==> src/rtl/uart_rx.sv <==
// 8N1 UART receiver with a 2-flop input synchronizer and mid-bit sampling.
// Define UART_RX_PARITY_EN to add an even-parity bit between data and stop.
module uart_rx #(
  parameter int CLKS_PER_BIT = 434
) (
  input  logic       clk,
  input  logic       rst_n,
  input  logic       rx,
  output logic [7:0] obyte,
  output logic       obyte_ready,
  output logic       frame_err,
  output logic       parity_err,
  output logic       busy
);

  localparam int TW = $clog2(CLKS_PER_BIT);
  localparam logic [TW-1:0] T_HALF = TW'(CLKS_PER_BIT / 2 - 1);
  localparam logic [TW-1:0] T_FULL = TW'(CLKS_PER_BIT - 1);

  typedef enum logic [2:0] {
    S_IDLE      = 3'd0,
    S_START     = 3'd1,
    S_DATA      = 3'd2,
`ifdef UART_RX_PARITY_EN
    S_PARITY    = 3'd3,
`endif
    S_STOP      = 3'd4,
    S_WAIT_HIGH = 3'd5
  } state_t;

  logic [1:0]    r_sync;
  logic          w_rxs;
  state_t        r_state, w_state_nxt;
  logic [TW-1:0] r_timer, w_timer_nxt;
  logic [2:0]    r_idx, w_idx_nxt;
  logic [7:0]    r_shift, w_shift_nxt;
  logic [7:0]    r_obyte, w_obyte_nxt;
  logic          r_ready, w_ready_nxt;
  logic          r_ferr, w_ferr_nxt;
  logic          r_busy;
`ifdef UART_RX_PARITY_EN
  logic          r_par, w_par_nxt;
  logic          r_perr, w_perr_nxt;

  function automatic logic f_even_par(input logic [7:0] d);
    return ^d;
  endfunction
`endif

  assign w_rxs = r_sync[1];

  // Input synchronizer; idles high so reset never looks like a start bit.
  always_ff @(posedge clk or negedge rst_n) begin
    if (!rst_n) begin
      r_sync <= 2'b11;
    end else begin
      r_sync <= {r_sync[0], rx};
    end
  end

  // State, datapath and registered strobes.
  always_ff @(posedge clk or negedge rst_n) begin
    if (!rst_n) begin
      r_state <= S_IDLE;
      r_timer <= '0;
      r_idx   <= 3'd0;
      r_shift <= 8'h00;
      r_obyte <= 8'h00;
      r_ready <= 1'b0;
      r_ferr  <= 1'b0;
      r_busy  <= 1'b0;
`ifdef UART_RX_PARITY_EN
      r_par   <= 1'b0;
      r_perr  <= 1'b0;
`endif
    end else begin
      r_state <= w_state_nxt;
      r_timer <= w_timer_nxt;
      r_idx   <= w_idx_nxt;
      r_shift <= w_shift_nxt;
      r_obyte <= w_obyte_nxt;
      r_ready <= w_ready_nxt;
      r_ferr  <= w_ferr_nxt;
      r_busy  <= (w_state_nxt != S_IDLE);
`ifdef UART_RX_PARITY_EN
      r_par   <= w_par_nxt;
      r_perr  <= w_perr_nxt;
`endif
    end
  end

  // Next-state and datapath decode.
  always_comb begin
    w_state_nxt = r_state;
    w_timer_nxt = r_timer + TW'(1);
    w_idx_nxt   = r_idx;
    w_shift_nxt = r_shift;
    w_obyte_nxt = r_obyte;
    w_ready_nxt = 1'b0;
    w_ferr_nxt  = 1'b0;
`ifdef UART_RX_PARITY_EN
    w_par_nxt   = r_par;
    w_perr_nxt  = 1'b0;
`endif
    case (r_state)
      S_IDLE: begin
        w_timer_nxt = '0;
        if (!w_rxs) begin
          w_state_nxt = S_START;
        end else begin
          w_state_nxt = S_IDLE;
        end
      end
      S_START: begin
        if (r_timer == T_HALF) begin
          w_timer_nxt = '0;
          w_idx_nxt   = 3'd0;
          // A start bit that is high again at mid-bit was only a glitch.
          if (!w_rxs) begin
            w_state_nxt = S_DATA;
          end else begin
            w_state_nxt = S_IDLE;
          end
        end else begin
          w_state_nxt = S_START;
        end
      end
      S_DATA: begin
        if (r_timer == T_FULL) begin
          w_timer_nxt = '0;
          w_shift_nxt = {w_rxs, r_shift[7:1]};
          w_idx_nxt   = r_idx + 3'd1;
          if (r_idx == 3'd7) begin
`ifdef UART_RX_PARITY_EN
            w_state_nxt = S_PARITY;
`else
            w_state_nxt = S_STOP;
`endif
          end else begin
            w_state_nxt = S_DATA;
          end
        end else begin
          w_state_nxt = S_DATA;
        end
      end
`ifdef UART_RX_PARITY_EN
      S_PARITY: begin
        if (r_timer == T_FULL) begin
          w_timer_nxt = '0;
          w_par_nxt   = w_rxs;
          w_state_nxt = S_STOP;
        end else begin
          w_state_nxt = S_PARITY;
        end
      end
`endif
      S_STOP: begin
        if (r_timer == T_FULL) begin
          w_timer_nxt = '0;
          if (w_rxs) begin
            w_state_nxt = S_IDLE;
`ifdef UART_RX_PARITY_EN
            if (r_par != f_even_par(r_shift)) begin
              w_perr_nxt = 1'b1;
            end else begin
              w_obyte_nxt = r_shift;
              w_ready_nxt = 1'b1;
            end
`else
            w_obyte_nxt = r_shift;
            w_ready_nxt = 1'b1;
`endif
          end else begin
            w_ferr_nxt  = 1'b1;
            w_state_nxt = S_WAIT_HIGH;
          end
        end else begin
          w_state_nxt = S_STOP;
        end
      end
      S_WAIT_HIGH: begin
        w_timer_nxt = '0;
        if (w_rxs) begin
          w_state_nxt = S_IDLE;
        end else begin
          w_state_nxt = S_WAIT_HIGH;
        end
      end
      default: begin
        w_timer_nxt = '0;
        w_state_nxt = S_IDLE;
      end
    endcase
  end

  assign obyte       = r_obyte;
  assign obyte_ready = r_ready;
  assign frame_err   = r_ferr;
  assign busy        = r_busy;
`ifdef UART_RX_PARITY_EN
  assign parity_err  = r_perr;
`else
  assign parity_err  = 1'b0;
`endif

endmodule

==> config.mk <==
export PLATFORM = sky130hd
export DESIGN_NAME = uart_rx
export DESIGN_NICKNAME = d
export VERILOG_FILES = /design/src/rtl/uart_rx.sv
export SDC_FILE = /design/constraint.sdc
export NUM_CORES = 1
export LEC_CHECK = 0
export BUFFER_PORTS_ARGS = -buffer_cell sky130_fd_sc_hd__buf_2
export CORE_MARGIN = 1
export CORE_UTILIZATION = 49
export DETAILED_ROUTE_END_ITERATION = 8
export PLACE_DENSITY = 0.69
export SYNTH_ARGS = -nofsm -noshare
export SYNTH_HDL_FRONTEND = slang
export SYNTH_SLANG_ARGS = --single-unit
==> constraint.sdc <==
create_clock -name clk -period 2.3 [get_ports clk]
set_clock_uncertainty 0.15 [all_clocks]
set_input_delay 0.23 -clock clk [delete_from_list [all_inputs] [get_ports clk]]
set_output_delay 0.23 -clock clk [all_outputs]
set_load 0.01 [all_outputs]
==> out/results.ini <==
[run_status]
outcome = finished, final reports clean

[floorplanning]
die_y_um = 60.0
row_count = 20
core_region_area_um2 = 3130
fp.dieW_um = 60.0
io_pins = 15
dieArea_um2 = 3600
start_util_pct = 52.7

[final_layout]
n_fill_cell = 270
final_layout_size_suffix_gt1_share_pct = 27.2
fin_area_um2 = 1840
nNetsFinal = 158
syn2layout_area_growth_pct = 11.5
diodes = 0

[logic_synthesis]
synth-edff-count = 0
synth_seq_area_share_pct = 54.8
synth_largest_area_cell = dfrtp_1
synthDistinctLibCells = 39
ys_top_cells_by_count = dfrtp_1, a21oi_1, mux2_4
synth_most_common_cell = dfrtp_1
syn_inst = 130
synth_area_leaders = dfrtp_1, mux2_4, ha_1, dfstp_2, a21oi_1
synth_area_um2 = 1650
avgSynthCellArea_um2 = 12.7
synthFlopType = dfrtp_1
synth-seq-cells = 36
async_reset_ff_share_pct = 100
yosys_warnings = 0
synth_nets = 138
synth_top_area_share_pct = 51.6

[worst_hold_path]
min_path_cells = 0
hold_path.class = reg -> reg
hold_end = r_sync[1]
hold_start = r_sync[0]

[critical_path]
crit_arrival_ns = 1.96
start_kind = register
crit_required_ns = 2.37
ff2ff_path_depth = 6
reg2reg_slack_ns = 0.41
worstReg2RegEnd = r_idx[0]
worstSetupPathType = reg -> reg
crit_fanout = 5
rr_startpoint = r_timer[0]
worstSetupEndpointType = register

[sta]
period_minus_slack_ns = 1.89
slew_viol_final = 0
finalCritPeriodShare_pct = 82.1
tightest_slew_ns = 0.776
grt_setup_unrepaired = false
timing.final.hold_violations = 0
fin_setup_tns_ns = 0
setup_viol = 0
relSlewSlack_pct = 48.3
fmax_mhz = 529

[route]
drt_wl_total_um = 2610
detailroute.via_count = 1009
drc = 0
viasPerCell = 5.17
drt_iter0_drc = 40
first_pass_iters = 4
antenna_left = 0
wl_per_cell_um = 13.4

[global_routing]
gr-usage-met3_pct = 4.11
grt_pass1_wl_um = 4580
grtUsageMet1_pct = 21.2
grt_max_degree = 37
grt_pass1_vias = 1044
grt.total_usage_pct = 17.3
overflow = 0
antenna_found_initial = 0
busiest_layer = met2
grtUsageMet2_pct = 28.6

[power]
swShare_pct = 22.2
totalPowerFinal_uw = 973
vdd_drop_max_uv = 330
p_int_uw = 757
switching_power_uw = 216
power.leakage_nw = 0.932
pwr-share-clk_pct = 32.7
power_frac_comb_pct = 1.7
p_seq_share_pct = 65.6
p_per_area_nw_per_um2 = 529

[clock_network]
htree_levels = 2
cts_setup_buffers = 0
clock_latency_ns = 0.33
cts_tree = yes
cts_inserted_buffers = 5
cts-root-buf = clkbuf_4
cts_buffer_depth = 2
clk_pin_slew_ns = 0.10
clock-sinks = 36
cts_hold_buf = 2
cts.repair.resized = 0

[flow_run]
maxCapViolations = 0

[place]
post_dp_cell_area_um2 = 1760
port_buffers = 13
gp_congestion = 0.796
dp_hpwl_um = 1880

-- worst max path at each step --
stage / from / end / slack (ns) / cells past startpoint
global placement: r_timer[0] / r_idx[0] / 0.46 / 6
detailed placement: r_timer[0] / r_idx[0] / 0.40 / 6
CTS: r_timer[0] / busy / 0.39 / 6
floorplan: r_timer[0] / r_shift[1] / 0.48 / 5
global route: r_timer[0] / r_idx[0] / 0.20 / 6
finish: r_timer[0] / r_idx[0] / 0.41 / 6
-- per-stage QoR --
step	instances	worst slack [ns]	hold slack, ns	util, %
3_5_place_dp	185	0.402	0.187	56.3
3_3_place_gp	185	0.457	0.187	56.3
4_1_cts	195	0.391	0.218	58.8
6_report	195	0.411	0.214	58.8
5_1_grt	195	0.198	0.224	58.8
2_1_floorplan	130	0.478	-0.216	-
-- cell usage in the layout, fill, tap and decap left out, drive strengths merged --
| master | synthesis | routed |
|---|---|---|
| and4b | 1 | 1 |
| or3 | 1 | 1 |
| o21bai | 1 | 1 |
| inv | 5 | 5 |
| nor4 | 2 | 2 |
| a21boi | 1 | 1 |
| nand3 | 5 | 5 |
| nor3 | 1 | 1 |
| conb | 1 | 1 |
| dfstp | 2 | 2 |
| nor2b | 1 | 1 |
| dlygate4sd3 | 0 | 2 |
| o22ai | 2 | 2 |
| a21o | 1 | 1 |
| o21ai | 3 | 3 |
| dfrtp | 34 | 34 |
| a21oi | 10 | 10 |
| nor2 | 5 | 5 |
| nand4bb | 3 | 3 |
| a211o | 1 | 1 |
| xor2 | 2 | 2 |
| nor3b | 1 | 1 |
| mux2 | 16 | 16 |
| clkinv | 0 | 3 |
| clkbuf | 1 | 5 |
| buf | 3 | 15 |
| nand4b | 2 | 2 |
| xnor2 | 5 | 5 |
| nand2 | 7 | 7 |
| nand3b | 1 | 1 |
| or3b | 1 | 1 |
| and3 | 1 | 1 |
| and4 | 1 | 1 |
| and4bb | 1 | 1 |
| ha | 5 | 5 |
| nand2b | 2 | 2 |
| nand4 | 1 | 1 |
-- routing by layer --
metal	share of wire [%]	vias to the layer above
met5	0	-
met2	46	20
li1	-	499
met1	48	483
met4	2.3	0
met3	3.3	7
-- sequential cells by signal (all words and copies together), names as in the netlist --
signal and count:
busy 1, frame_err 1, obyte 8, obyte_ready 1, r_idx 3, r_shift 8, r_state 3, r_sync 2
r_timer 9
-- logic make-up (layout without fill, tap and decap cells) --
kind of cell    after synthesis  in the layout  synth area share (%)
mux                          16             16                  12.8
fa+ha+maj                     5              5                  3.80
simple gates                 37             37                  15.6
other cells                   1              1                 0.228
compound gates               19             19                  6.61
buf+inv                       9             30                  2.43
xor+xnor                      7              7                  3.72
flops                        36             36                  54.8
-- power groups by stage --
stage	registers, mW	logic [mW]	clock network, mW
after floorplan	0.650	0.00277	0
after global placement	0.650	0.0150	0
after detailed placement	0.650	0.0154	0
after CTS	0.638	0.0179	0.334
after global routing	0.639	0.0200	0.354
final	0.638	0.0170	0.318
-- critical path, stage by stage, from the launching register on --
cell	delay (ns)
dfrtp_1	0.43
inv_1	0.07
ha_1	0.15
nand4bb_1	0.17
nor4_1	0.57
nand3b_1	0.18
o21ai_1	0.06
-- final cells by class --
class | count | area, um^2 | area share [%]
clock buffers | 5 | 37.5 | 2.04
multi-input cells | 85 | 704 | 38.3
flip-flops and latches | 36 | 903 | 49.1
well taps | 44 | 55.1 | 3.00
inverters | 5 | 18.8 | 1.02
repair buffers | 17 | 100 | 5.45
clock inverters | 3 | 18.8 | 1.02
Power figures use the tool's default switching activity.
